$ cat src/rtl/mem_stage.sv
// MEM stage of the 5-stage MIPS pipeline: runs loads/stores over a req/ack data-memory
// port, stalls the front end while an access is outstanding, and owns the MEM/WB register.
module mem_stage #(
  parameter int WIDTH   = 32,
  parameter int TIMEOUT = 15
) (
  input  logic             clk,
  input  logic             rst,
  input  logic             regwrite_mem,
  input  logic             memtoreg_mem,
  input  logic             memwrite_mem,
  input  logic [WIDTH-1:0] aluout_mem,
  input  logic [WIDTH-1:0] writedata_mem,
  input  logic [4:0]       regaddr_mem,
  output logic             dmem_req,
  output logic             dmem_we,
  output logic [WIDTH-1:0] dmem_addr,
  output logic [WIDTH-1:0] dmem_wdata,
  input  logic [WIDTH-1:0] dmem_rdata,
  input  logic             dmem_ack,
  output logic             mem_stall,
  output logic             regwrite_wb,
  output logic             memtoreg_wb,
  output logic [WIDTH-1:0] aluout_wb,
  output logic [WIDTH-1:0] readdata_wb,
  output logic [4:0]       regaddr_wb,
  output logic             misalign_err,
  output logic             bus_err
);

  localparam int            CW       = $clog2(TIMEOUT + 1);
  localparam logic [CW-1:0] CNT_LAST = CW'(TIMEOUT - 1);
  localparam logic [CW-1:0] CNT_MAX  = '1;

  typedef enum logic {IDLE, BUSY} state_e;

  state_e           state_q, state_d;
  logic [CW-1:0]    cnt_q, cnt_d;

  // access latched at issue; the upstream copy is not trusted once BUSY
  logic [WIDTH-1:0] addr_q, addr_d;
  logic [WIDTH-1:0] wdata_q, wdata_d;
  logic             we_q, we_d;
  logic             rw_q, rw_d;
  logic             mtr_q, mtr_d;
  logic [4:0]       ra_q, ra_d;

  // MEM/WB register
  logic             regwrite_q, regwrite_d;
  logic             memtoreg_q, memtoreg_d;
  logic [WIDTH-1:0] aluout_q, aluout_d;
  logic [WIDTH-1:0] readdata_q, readdata_d;
  logic [4:0]       regaddr_q, regaddr_d;
  logic             mis_q, mis_d;
  logic             berr_q, berr_d;

  logic acc, misaligned;

  assign acc        = memtoreg_mem | memwrite_mem;
  assign misaligned = |aluout_mem[1:0];

  always_comb begin
    state_d    = state_q;
    cnt_d      = cnt_q;
    addr_d     = addr_q;
    wdata_d    = wdata_q;
    we_d       = we_q;
    rw_d       = rw_q;
    mtr_d      = mtr_q;
    ra_d       = ra_q;
    regwrite_d = regwrite_q;
    memtoreg_d = memtoreg_q;
    aluout_d   = aluout_q;
    readdata_d = readdata_q;
    regaddr_d  = regaddr_q;
    mis_d      = 1'b0;
    berr_d     = 1'b0;
    mem_stall  = 1'b0;

    if (state_q == IDLE) begin
      if (!acc) begin
        regwrite_d = regwrite_mem;
        memtoreg_d = 1'b0;
        aluout_d   = aluout_mem;
        regaddr_d  = regaddr_mem;
      end else if (misaligned) begin
        mis_d      = 1'b1;
        regwrite_d = 1'b0;
        memtoreg_d = 1'b0;
      end else begin
        mem_stall  = 1'b1;
        addr_d     = aluout_mem;
        wdata_d    = writedata_mem;
        we_d       = memwrite_mem;
        rw_d       = regwrite_mem;
        // a store wins when both load and store flags are set
        mtr_d      = memtoreg_mem & ~memwrite_mem;
        ra_d       = regaddr_mem;
        cnt_d      = '0;
        state_d    = BUSY;
        regwrite_d = 1'b0;
        memtoreg_d = 1'b0;
      end
    end else begin
      // bubble into MEM/WB on every cycle that does not complete the access
      regwrite_d = 1'b0;
      memtoreg_d = 1'b0;
      if (dmem_ack) begin
        regwrite_d = rw_q & ~we_q;
        memtoreg_d = mtr_q;
        aluout_d   = addr_q;
        regaddr_d  = ra_q;
        if (!we_q) readdata_d = dmem_rdata;
        state_d    = IDLE;
      end else if (cnt_q == CNT_LAST) begin
        berr_d     = 1'b1;
        state_d    = IDLE;
      end else begin
        mem_stall  = 1'b1;
        if (cnt_q != CNT_MAX) cnt_d = cnt_q + 1'b1;
      end
    end
  end

  always_ff @(posedge clk) begin
    if (rst) begin
      state_q    <= IDLE;
      cnt_q      <= '0;
      addr_q     <= '0;
      wdata_q    <= '0;
      we_q       <= 1'b0;
      rw_q       <= 1'b0;
      mtr_q      <= 1'b0;
      ra_q       <= '0;
      regwrite_q <= 1'b0;
      memtoreg_q <= 1'b0;
      aluout_q   <= '0;
      readdata_q <= '0;
      regaddr_q  <= '0;
      mis_q      <= 1'b0;
      berr_q     <= 1'b0;
    end else begin
      state_q    <= state_d;
      cnt_q      <= cnt_d;
      addr_q     <= addr_d;
      wdata_q    <= wdata_d;
      we_q       <= we_d;
      rw_q       <= rw_d;
      mtr_q      <= mtr_d;
      ra_q       <= ra_d;
      regwrite_q <= regwrite_d;
      memtoreg_q <= memtoreg_d;
      aluout_q   <= aluout_d;
      readdata_q <= readdata_d;
      regaddr_q  <= regaddr_d;
      mis_q      <= mis_d;
      berr_q     <= berr_d;
    end
  end

  // request is a pure function of state, so it is held through the abort cycle
  assign dmem_req     = (state_q == BUSY);
  assign dmem_we      = we_q;
  assign dmem_addr    = addr_q;
  assign dmem_wdata   = wdata_q;
  assign regwrite_wb  = regwrite_q;
  assign memtoreg_wb  = memtoreg_q;
  assign aluout_wb    = aluout_q;
  assign readdata_wb  = readdata_q;
  assign regaddr_wb   = regaddr_q;
  assign misalign_err = mis_q;
  assign bus_err      = berr_q;

endmodule

$ cat config.mk
export PLATFORM = sky130hd
export DESIGN_NAME = mem_stage
export DESIGN_NICKNAME = d
export VERILOG_FILES = /design/src/rtl/mem_stage.sv
export SDC_FILE = /design/constraint.sdc
export NUM_CORES = 1
export LEC_CHECK = 0
export BUFFER_PORTS_ARGS = -buffer_cell sky130_fd_sc_hd__clkbuf_2
export CAP_MARGIN = 20
export CORE_MARGIN = 2
export CORE_UTILIZATION = 45
export DETAILED_ROUTE_END_ITERATION = 12
export PLACE_DENSITY = 0.8
export RECOVER_POWER = 50
export SYNTH_ARGS = -nofsm -noshare
export SYNTH_HDL_FRONTEND = slang
export SYNTH_SLANG_ARGS = --single-unit
$ cat constraint.sdc
create_clock -name clk -period 1.5 [get_ports clk]
set_input_delay 0.15 -clock clk [delete_from_list [all_inputs] [get_ports clk]]
set_output_delay 0.15 -clock clk [all_outputs]
set_load 0.1 [all_outputs]
Word-level counts from Yosys, hierarchy flattened

Index checks and enable logic that the tools add are counted.

Bits in registers: 150
Output and inout port bits: 140
Word-level logic and storage cells: 64

Equal/unequal tests: 8
Bitwise logic cells: 9
Muxes and demuxes: 22
Reductions and logical operators: 9
Add/subtract/negate cells: 1

Operators with widths:

| operator                                                        | number |
|---|---|
| 32-bit two-way mux                                              | 3 |
| 4-bit two-way mux                                               | 6 |
| 5-bit two-way mux                                               | 3 |
| 1-bit two-way mux                                               | 10 |
| 2-bit != test, second input constant                            | 5 |
| 3-bit OR reduction                                              | 3 |
| 1-bit inverter                                                  | 6 |
| 3-bit AND reduction                                             | 2 |
| 5-bit AND reduction                                             | 1 |
| 4-bit by 1-bit adder with 4-bit output, second input constant   | 1 |
| 4-bit == test, second input constant                            | 1 |
| 4-bit != test, second input constant                            | 1 |
| 1-bit bitwise AND                                               | 2 |
| 2-bit by 1-bit != test with 1-bit output, second input constant | 1 |
| 2-bit AND reduction                                             | 1 |
| 2-bit nonzero test                                              | 1 |
| 2-bit OR reduction                                              | 1 |
| 1-bit OR                                                        | 1 |

Logic depth before layout (Yosys ltp)

Gate-level depths: netlist (run 1).

Depth in word-level cells: 5
Depth in mapped cells: 6
Gate-level depth less buffers: 5

Worst setup path after synthesis (run 1)

OpenSTA, ideal clock, no wires.

Path kind: flip-flop to output port
Start: register state_q, in the netlist dmem_req
End: output port mem_stall
Data required time: 1350 ps
Cell stages (with the launch flop): 5
Data arrival time: 2219 ps
Setup slack: -869 ps
Path buffers: 1
Path through: dfxtp_1 -> buf_4 -> nor2b_1 -> a22oi_1 -> inv_1

Cells in the longest elaborated chain, start to end: 1

Ends and longest elaborated chain:

| element                | line | RTL |
|---|---|---|
| from (decl)            | 37   | `state_e state_q, state_d;` |
| from (signal assigned) | 143  | `state_q <= state_d;` |
| 1-bit two-way mux      | 80   | `if (state_q == IDLE) begin` |
| to (decl)              | 21   | `output logic mem_stall,` |

Every way passes these cells.

Final worst setup path (run 1)

Start: register cnt_q[0]
End: output port mem_stall

Cells in the longest elaborated chain, start to end: 4

Ends and longest elaborated chain:

| element                | line | RTL |
|---|---|---|
| from (decl)            | 38   | `logic [CW-1:0] cnt_q, cnt_d;` |
| from (signal assigned) | 144  | `cnt_q <= cnt_d;` |
| 4-bit == test          | 115  | `end else if (cnt_q == CNT_LAST) begin` |
| 1-bit two-way mux      | 115  |  |
| 1-bit two-way mux      | 108  | `if (dmem_ack) begin` |
| 1-bit two-way mux      | 80   |  |

Every way passes these cells.

==> flow_summary.yaml, run 1 <==
critical_path:
  cp.required_ns: 1.35
  critical_path_class: "reg2out"
  slowest_stage: "dfxtp_2"
  worstPathCellList: "inv_2, ha_4, nand3_4, a22oi_2, clkinvlp_4, buf_12"
  cp-endpoint: "mem_stall"
  rr_endpoint: "regaddr_wb[1]$_SDFFE_PP0P_"
  crit_start: "cnt_q[0]$_SDFFE_PP0P_"
  reg2reg_depth: 5
  crit_path_start_kind: "register"
  r2r-start: "dmem_req$_SDFF_PP0_"
  end_kind: "primary output"
  critPathArrivalTime_ns: 1.60
  critical-path-max-stage-delay_ns: 0.32
  ff2ff_setup_slack_ns: 0.06
  critical_path.max_fanout: 2
placed_design:
  port_buffers: 246
  routabilityCongestion: 0.8433
  hpwl_um: 12360
sta:
  slew_violations: 0
  rsz0062_at_grt: "yes"
  finalSetupViolations: 1
  hold_viol: 0
  setup_ws_ns: -0.2469
  period_minus_slack_ns: 1.747
  fin_crit_sh_pct: 116.5
  worst_slew_pin_slew_ns: 0.5928
  skew_ns: 0.007586
  fmax_ghz: 0.5724
  whs_ns: 0.1074
  max-slew-margin-rel_pct: 60.65
  fin_setup_tns_ns: -0.2469
final_layout:
  synthToLayoutAreaGrowth_pct: 54.33
  diodes: 0
  fillers: 956
  drive_gt1_share_pct: 35.84
  multiInputGateArea_sq_mm: 0.002808
  final-seq-area_sq_mm: 0.003013
  nets: 1134
floorplan:
  start_util_pct: 46.03
  fp.dieH_um: 120.4
  num_rows: 42
  io_pins: 247
  fp.dieW_um: 120.4
  core_sq_mm: 0.01324
  die-area_sq_mm: 0.01449
clock_tree:
  cts.path.max_buffers: 2
  numCtsBuffers: 17
  cts_sinks: 150
  cts_root_buffer: "clkbuf_16"
  cts_max_level: 4
  cts_tree: "built"
  clk_latency_ns: 0.42
  clkTransAtPathRegs_ns: 0.07
drt:
  wl_per_cell_um: 17.43
  via_count: 6773
  drcViolationCount: 0
  ant_nets: 0
  viasPerCell: 5.579
  wirelength_um: 21170
  firstDrtPassIters: 6
  drt_iter0_markers: 739
yosys:
  async_reset_ff_share_pct: 0
  synth_ff_type: "dfxtp_1"
  yosys_warnings: 0
  syn_area_sq_mm: 0.006096
  netlist-cell-type-count: 39
  synth_area_per_cell_sq_um: 8.912
  ys_ff_latch: 150
  syn-num-nets: 793
  synth_area_leader_cell: "dfxtp_1"
  netlist_top_cells_area: "dfxtp_1 (49%), a21oi_1 (8.7%), a211oi_2 (6.2%)"
  synth_top_area_share_pct: 49.26
  synth_enable_flop_cells: 0
  syn_inst: 684
  yosysSeqAreaShare_pct: 49.26
power_and_ir_drop:
  powerDensity_mw_per_mm2: 1231
  power.leakage_nw: 3.893
  total_power_mw: 11.58
  ir_drop_v: 0.0007991
global_routing:
  grt_overflow_total: 0
  grt_pass1_vias: 6616
  grt_pass1_wl_um: 33380
  grtUsageTotal_pct: 28.91
  antenna_found_initial: 0
  grt_max_degree: 58
flow_run:
  maxCapViolCount: 0
worst_hold_path:
  hp-class: "in2reg"
outcome:
  outcome: "complete, but fails checks"
  violations: "setup timing"
cells in the mapped netlist, types with 2 or more instances:
cell,instances
dfxtp_1,150
a21oi_1,106
nand3_1,72
o21ai_0,71
nand2_1,65
nor3_1,39
mux2i_1,37
clkbuf_1,35
a211oi_2,30
buf_2,24
a211oi_1,8
buf_4,6
nor2_1,4
buf_6,3
clkbuf_2,3
o221ai_1,3
and3b_1,2
ha_1,2
inv_1,2
nand4b_1,2
nor3b_1,2
through the flow:
stage               cells  instance area, sq um  util (%)  setup WS, ns
finish               1214                  9408     71.04       -0.2469
global route         1214                  9408     71.04       -0.3028
CTS                  1207                  9324     70.41       -0.2326
detailed placement   1069                  7630     57.62       0.08338
global placement     1069                  7630     57.62       0.08372
floorplan             684                  6113         -       -0.2962
final cells by class:
class / instances / area share (%)
Timing Repair Buffer: 394 / 29.18
Inverter: 2 / 0.1197
Multi-Input combinational cell: 460 / 29.84
Tap cell: 176 / 2.341
Clock inverter: 8 / 1.263
Sequential cell: 150 / 32.03
Clock buffer: 24 / 5.227
critical path, delay by kind of cell (launching register included):
family                     cells  cell delay (ns)
adders and majority gates      1             0.14
DFF                            1             0.32
and+or+nand+nor                1             0.08
AOI/OAI and AO/OA              1             0.21
buffers and inverters          3             0.42
layout by cell type (no fill, tap or decap), types with 3 or more instances in the layout:
master	count
nand2_1	65
clkbuf_8	4
nor3_1	39
a211oi_1	6
clkbuf_1	3
a211oi_2	32
clkinv_2	4
dlygate4sd3_1	100
buf_12	10
nor2_1	3
a21oi_1	106
bufinv_16	3
mux2i_1	37
dfxtp_1	146
clkbuf_16	17
clkbuf_2	243
nand3_1	71
buf_4	40
o21ai_0	69
cell families (layout without fill, tap and decap cells):
| kind of cell | after synthesis | count (layout) | synth area share [%] |
|---|---|---|---|
| AO/OA/AOI/OAI | 225 | 225 | 23.07 |
| AND/OR/NAND/NOR | 196 | 196 | 15.33 |
| flip-flops | 150 | 150 | 49.26 |
| buffers and inverters | 74 | 428 | 5.850 |
| multiplexers | 37 | 37 | 6.076 |
| adder cells (fa/ha/maj) | 2 | 2 | 0.4104 |
registers in the layout, summed over array words and instances, names as in the netlist, 4 cells and up:
register	cells
aluout_wb	32
dmem_wdata	32
ra_q	5
cnt_q	4
readdata_wb	32
dmem_addr	32
regaddr_wb	5
per-layer routing:
metal	vias to the layer above	wire, um	GRT usage [%]
met2	323	10560	48.69
li1	3140	-	-
met5	-	0	0
met1	3230	8502	34.30
met3	80	1162	6.887
met4	0	939	14.61
worst min-delay path by stage:
stage,depth (start not counted),startpoint,end,slack (ns)
after floorplan,2,dmem_rdata[0],readdata_wb[0]$_SDFFE_PP0P_,0.29
after CTS,3,memtoreg_mem,mtr_q$_SDFFE_PP0P_,0.09
after global routing,3,memtoreg_mem,mtr_q$_SDFFE_PP0P_,0.1
after global placement,3,dmem_rdata[14],readdata_wb[14]$_SDFFE_PP0P_,0.37
after detailed placement,3,dmem_rdata[5],readdata_wb[5]$_SDFFE_PP0P_,0.38
final,3,memtoreg_mem,mtr_q$_SDFFE_PP0P_,0.11
power by group:
part	switching (mW)	internal, mW
clock network	1.65	2.79
logic	2.10	0.753
registers	0.113	4.17
timing repair:
item	in CTS	in global routing
cloned	0	0
pin swaps	2	0
endpoints found under the setup margin	2	8
hold buffers	100	0
setup buffers	6	7
resized for setup	11	7
hold endpoints to repair	100	0
Power figures use the tool's default switching activity.
==> run 2: changes to the inputs <==
--- a/config.mk
+++ b/config.mk
@@ -8,10 +8,9 @@
 export BUFFER_PORTS_ARGS = -buffer_cell sky130_fd_sc_hd__clkbuf_2
 export CAP_MARGIN = 20
 export CORE_MARGIN = 2
-export CORE_UTILIZATION = 45
+export CORE_UTILIZATION = 40
 export DETAILED_ROUTE_END_ITERATION = 12
-export PLACE_DENSITY = 0.8
-export RECOVER_POWER = 50
+export PLACE_DENSITY = 0.73
 export SYNTH_ARGS = -nofsm -noshare
 export SYNTH_HDL_FRONTEND = slang
 export SYNTH_SLANG_ARGS = --single-unit
==> run 2 against run 1 <==
Compared with the run above: the run still ends with setup timing left; sequential share of layout area down 0.12 points; fmax shrank 3.0%; cell area grew 0.29%; critical path depth unchanged; utilization fell by 8.3 points; non-clock buffer count decreased by 4; die area grew 12%; first-iteration DRC count is 31% lower; critical endpoint unchanged.
==> flow_summary.yaml, run 2 (same netlist as run 1, synthesis figures left out) <==
global_routing:
  antenna_found_initial: 0
  grt_pass1_vias: 6489
  grt_overflow_total: 0
  grt_pass1_wl_um: 32850
  grt_max_degree: 62
  grtUsageTotal_pct: 25.30
sta:
  fmax_ghz: 0.5551
  fin_setup_tns_ns: -0.3013
  skew_ns: 0.005693
  period_minus_slack_ns: 1.801
  hold_viol: 0
  fin_crit_sh_pct: 120.1
  worst_slew_pin_slew_ns: 0.5844
  rsz0062_at_grt: "yes"
  max-slew-margin-rel_pct: 61.21
  finalSetupViolations: 1
  setup_ws_ns: -0.3013
  slew_violations: 0
clock_tree:
  numCtsBuffers: 17
  clkTransAtPathRegs_ns: 0.06
  cts_root_buffer: "clkbuf_16"
  cts_sinks: 150
  cts_max_level: 4
  cts_tree: "built"
  clk_latency_ns: 0.42
  cts.path.max_buffers: 2
final_layout:
  diodes: 0
  nets: 1130
  fin_area_sq_mm: 0.009435
  final_common_cell: "clkbuf_2"
  synthToLayoutAreaGrowth_pct: 54.78
  post-route-util_pct: 62.76
  layout_common_cells: "clkbuf_2 (243), dfxtp_1 (146), a21oi_1 (105)"
  drive_gt1_share_pct: 35.53
  final_cells: 1221
critical_path:
  path_delay_family: "buffers and inverters"
  critical_path_class: "reg2out"
  critPathBufInv: 3
  worstPathCellList: "inv_2, ha_4, nand3_4, a22oi_2, clkinvlp_4, buf_12"
  slowest_stage: "dfxtp_2"
  critPathArrivalTime_ns: 1.65
  critical_path.max_fanout: 2
  crit_path_start_kind: "register"
  critical-path-max-stage-delay_ns: 0.32
  end_kind: "primary output"
  cp.required_ns: 1.35
flow_run:
  maxCapViolCount: 0
outcome:
  violations: "setup timing"
  outcome: "complete, but fails checks"
drt:
  firstDrtPassIters: 5
  drcViolationCount: 0
  via_count: 6660
  ant_nets: 0
  wirelength_um: 21270
  drt_iter0_markers: 510
  wl_per_cell_um: 17.42
  viasPerCell: 5.455
power_and_ir_drop:
  powerDensity_mw_per_mm2: 1212
  ir_drop_v: 0.0007270
  p_sw_share_pct: 34.01
  pwr-share-seq_pct: 37.5
  switching_power_mw: 3.889
  power.leakage_nw: 3.878
  clkPwrFrac_pct: 37.6
  p_int_mw: 7.545
  power_frac_comb_pct: 25.0
worst_hold_path:
  hp-class: "in2reg"
placed_design:
  post-place-ws_ns: 0.05392
  place_inst: 1080
  routabilityCongestion: 0.7850
  placed_cell_area_sq_mm: 0.007675
  port_buffers: 246
  hpwl_um: 12380
floorplan:
  fp.dieH_um: 127.5
  start_util_pct: 40.55
  fp.dieW_um: 127.5
  io_pins: 247
  core_sq_mm: 0.01503
  num_rows: 45
  die-area_sq_mm: 0.01624
run 2: changes by cell type in the layout (fill, tap and decap cells not counted), moves of 2 or more:
cell        delta
o21ai_1        +2
a211oi_1       +2
buf_4         -12
o21ai_0        -2
buf_12         +4
clkbuf_16      +2
clkinvlp_4     +2
a211oi_2       -2
clkbuf_8       -4
buf_8          +2
run 2: layout make-up:
cell class / count / area (sq um)
clock buffers: 19 / 432.9
multi-input cells: 460 / 2794
well taps: 188 / 235.2
repair buffers: 390 / 2799
fillers: 1214 / 5598
clock inverters: 12 / 152.6
flip-flops and latches: 150 / 3010
inverters: 2 / 11.26
run 2: final timing paths:
check                                from                            to  slack, ns  cells past startpoint
max                 cnt_q[0]$_SDFFE_PP0P_                     mem_stall      -0.30                      6
min                          memtoreg_mem            mtr_q$_SDFFE_PP0P_       0.10                      3
max reg2reg           dmem_req$_SDFF_PP0_             rw_q$_SDFFE_PP0P_       0.05                      6
min reg2reg  readdata_wb[24]$_SDFFE_PP0P_  readdata_wb[24]$_SDFFE_PP0P_       0.46                      2
run 2: through the flow:
| step | total power, mW | hold slack [ns] |
|---|---|---|
| after floorplan | 6.333 | 0.2860 |
| after global placement | 6.909 | 0.3728 |
| after detailed placement | 6.936 | 0.3786 |
| after CTS | 11.43 | 0.08784 |
| after global routing | 11.81 | 0.1324 |
| final | 11.43 | 0.1021 |
run 2: what timing repair did:
action / in CTS / in global routing
setup buffers: 7 / 1
resized for setup: 11 / 10
gates cloned: 0 / 2
endpoints found under the hold margin: 100 / 0
pin swaps: 2 / 1
endpoints found under the setup margin: 2 / 32
hold buffers: 100 / 0
run 2: metal layers:
metal	track usage (%)	up-vias	wire length (um)
met4	12.15	0	811
met5	0	-	0
met1	29.94	3177	8547
met2	44.35	281	10810
li1	-	3136	-
met3	4.481	66	1095
run 2: power groups by stage:
| stage | clock network (mW) | logic [mW] | registers (mW) |
|---|---|---|---|
| final | 4.29 | 2.86 | 4.28 |
| after global routing | 4.53 | 2.97 | 4.30 |
| after CTS | 4.36 | 2.80 | 4.28 |
| after detailed placement | 0 | 2.57 | 4.37 |
| after global placement | 0 | 2.55 | 4.36 |
| after floorplan | 0 | 0.683 | 5.65 |
run 2: worst min-delay path, cell delays in order:
cell and delay, ns:
clkbuf_2 0.15, nand4b_1 0.11, a21oi_1 0.06
==> run 3: changes to the inputs <==
--- a/config.mk
+++ b/config.mk
@@ -5,7 +5,7 @@
 export SDC_FILE = /design/constraint.sdc
 export NUM_CORES = 1
 export LEC_CHECK = 0
-export BUFFER_PORTS_ARGS = -buffer_cell sky130_fd_sc_hd__clkbuf_2
+export BUFFER_PORTS_ARGS = -buffer_cell sky130_fd_sc_hd__buf_4
 export CAP_MARGIN = 20
 export CORE_MARGIN = 2
 export CORE_UTILIZATION = 40
==> run 3 against run 2 <==
Compared with the run above: the run still ends with setup timing left; clock skew decreased by 0.0013 ns; register-to-register slack lost 0.21 ns; global-route usage increased by 0.46 points; non-clock buffer count unchanged; sequential power about the same; worst hold slack worse by 0.081 ns; first-iteration DRC count shrank 4.5%; count of clock-buffer cells in the layout increased by 4; critical path type unchanged; largest cell class is now buffers; utilization up 4.1 points; clock power shrank 3%.
==> flow_summary.yaml, run 3 (same netlist as run 1, synthesis figures left out) <==
final_layout:
  fillers: 1154
  layout_common_cells: "buf_4 (269), dfxtp_1 (146), a21oi_1 (105)"
  multiInputGateArea_sq_mm: 0.002826
  final-seq-area_sq_mm: 0.003010
  drive_gt1_share_pct: 36.30
  synthToLayoutAreaGrowth_pct: 64.88
  nets: 1130
  fin_area_sq_mm: 0.01005
  final_common_cell: "buf_4"
  post-route-util_pct: 66.86
  diodes: 0
global_routing:
  antenna_found_initial: 0
  grt_max_degree: 62
  grt_pass1_vias: 6376
  grtUsageTotal_pct: 25.77
  grt_overflow_total: 0
  grt_pass1_wl_um: 33540
clock_tree:
  clk_latency_ns: 0.42
  cts_tree: "built"
  numCtsBuffers: 17
  cts_max_level: 4
  clkTransAtPathRegs_ns: 0.06
  cts_sinks: 150
  cts_root_buffer: "clkbuf_16"
  cts.path.max_buffers: 2
outcome:
  violations: "setup timing"
  outcome: "complete, but fails checks"
power_and_ir_drop:
  pwr-share-seq_pct: 37.3
  p_sw_share_pct: 33.40
  power_frac_comb_pct: 26.5
  power.leakage_nw: 4.059
  clkPwrFrac_pct: 36.2
  powerDensity_mw_per_mm2: 1143
  ir_drop_v: 0.0007288
  switching_power_mw: 3.837
  p_int_mw: 7.652
placed_design:
  routabilityCongestion: 0.8297
  placed_cell_area_sq_mm: 0.008190
  hpwl_um: 12540
  post-place-ws_ns: 0.05750
  port_buffers: 246
critical_path:
  end_kind: "primary output"
  critical_path_class: "reg2out"
  critPathArrivalTime_ns: 1.63
  cp.required_ns: 1.35
  crit_path_start_kind: "register"
  critical_path.max_fanout: 2
floorplan:
  fp.dieH_um: 127.5
  io_pins: 247
  num_rows: 45
  core_sq_mm: 0.01503
  start_util_pct: 40.55
  die-area_sq_mm: 0.01624
  fp.dieW_um: 127.5
drt:
  wl_per_cell_um: 17.54
  firstDrtPassIters: 4
  drt_iter0_markers: 487
  wirelength_um: 21420
  via_count: 6594
  viasPerCell: 5.400
  drcViolationCount: 0
  ant_nets: 0
flow_run:
  maxCapViolCount: 0
sta:
  rsz0062_at_grt: "yes"
  setup_ws_ns: -0.2805
  finalSetupViolations: 2
  max-slew-margin-rel_pct: 69.08
  period_minus_slack_ns: 1.780
  slew_violations: 0
  hold_viol: 0
  worst_slew_pin_slew_ns: 0.4637
  skew_ns: 0.004388
  fin_setup_tns_ns: -0.4432
  fmax_ghz: 0.5617
  whs_ns: 0.02116
  fin_crit_sh_pct: 118.7
worst_hold_path:
  hp-class: "in2reg"
[run 3: cell count changes in the layout (fill, tap and decap cells not counted), moves of 2 or more]
| cell | change |
|---|---|
| dlygate4sd3_1 | -4 |
| inv_6 | -2 |
| o21ai_1 | -4 |
| buf_6 | +9 |
| clkbuf_2 | -243 |
| clkbuf_8 | +4 |
| o21ai_0 | +4 |
| buf_4 | +241 |
| bufinv_16 | -2 |
| buf_12 | -4 |
| clkinv_2 | +2 |
[run 3: layout make-up]
class,instances,share of cell area (%)
Multi-Input combinational cell,460,28.12
Tap cell,188,2.340
Clock inverter,8,0.6971
Clock buffer,23,5.067
Sequential cell,150,29.95
Timing Repair Buffer,390,33.71
Inverter,2,0.1120
[run 3: timing repair]
item / CTS / global route
hold buffers: 96 / 0
gates resized for setup: 28 / 10
hold endpoints to repair: 96 / 0
gates cloned: 0 / 2
setup endpoints to repair: 2 / 10
buffers inserted: 14 / 2
pin swaps: 3 / 4
[run 3: metal layers]
metal	GRT usage (%)	wire length (um)	vias to the layer above
met3	5.151	1125	62
met1	30.98	8617	3145
met4	13.06	822	0
li1	-	-	3129
met5	0	0	-
met2	43.79	10860	258
[run 3: power by group through the flow]
stage          Sequential [mW]  Clock, mW  Combinational [mW]
6_report                  4.29       4.16                3.04
5_1_grt                   4.31       4.41                3.16
4_1_cts                   4.28       4.23                2.99
3_5_place_dp              4.37          0                2.73
3_3_place_gp              4.36          0                2.71
2_1_floorplan             5.65          0               0.683
[run 3: path summary, 6_finish.rpt]
check | depth (start not counted) | startpoint | end | slack (ns)
setup / recovery | 6 | cnt_q[0]$_SDFFE_PP0P_ | mem_stall | -0.28
setup reg to reg | 13 | cnt_q[0]$_SDFFE_PP0P_ | cnt_q[0]$_SDFFE_PP0P_ | -0.16
hold reg to reg | 2 | readdata_wb[30]$_SDFFE_PP0P_ | readdata_wb[30]$_SDFFE_PP0P_ | 0.45
hold / removal | 3 | aluout_mem[28] | dmem_addr[28]$_SDFFE_PP0P_ | 0.02
[run 3: stage by stage]
stage	cells	power [mW]
CTS	1217	11.50
finish	1221	11.49
detailed placement	1076	7.096
global placement	1076	7.071
global route	1221	11.88
floorplan	684	6.333
[run 3: worst max-delay path: stages (launching register included)]
cell        delay (ns)
dfxtp_2           0.32
inv_2             0.07
ha_4              0.15
nand3_4           0.08
a22oi_2           0.25
clkinvlp_4        0.17
buf_12            0.18
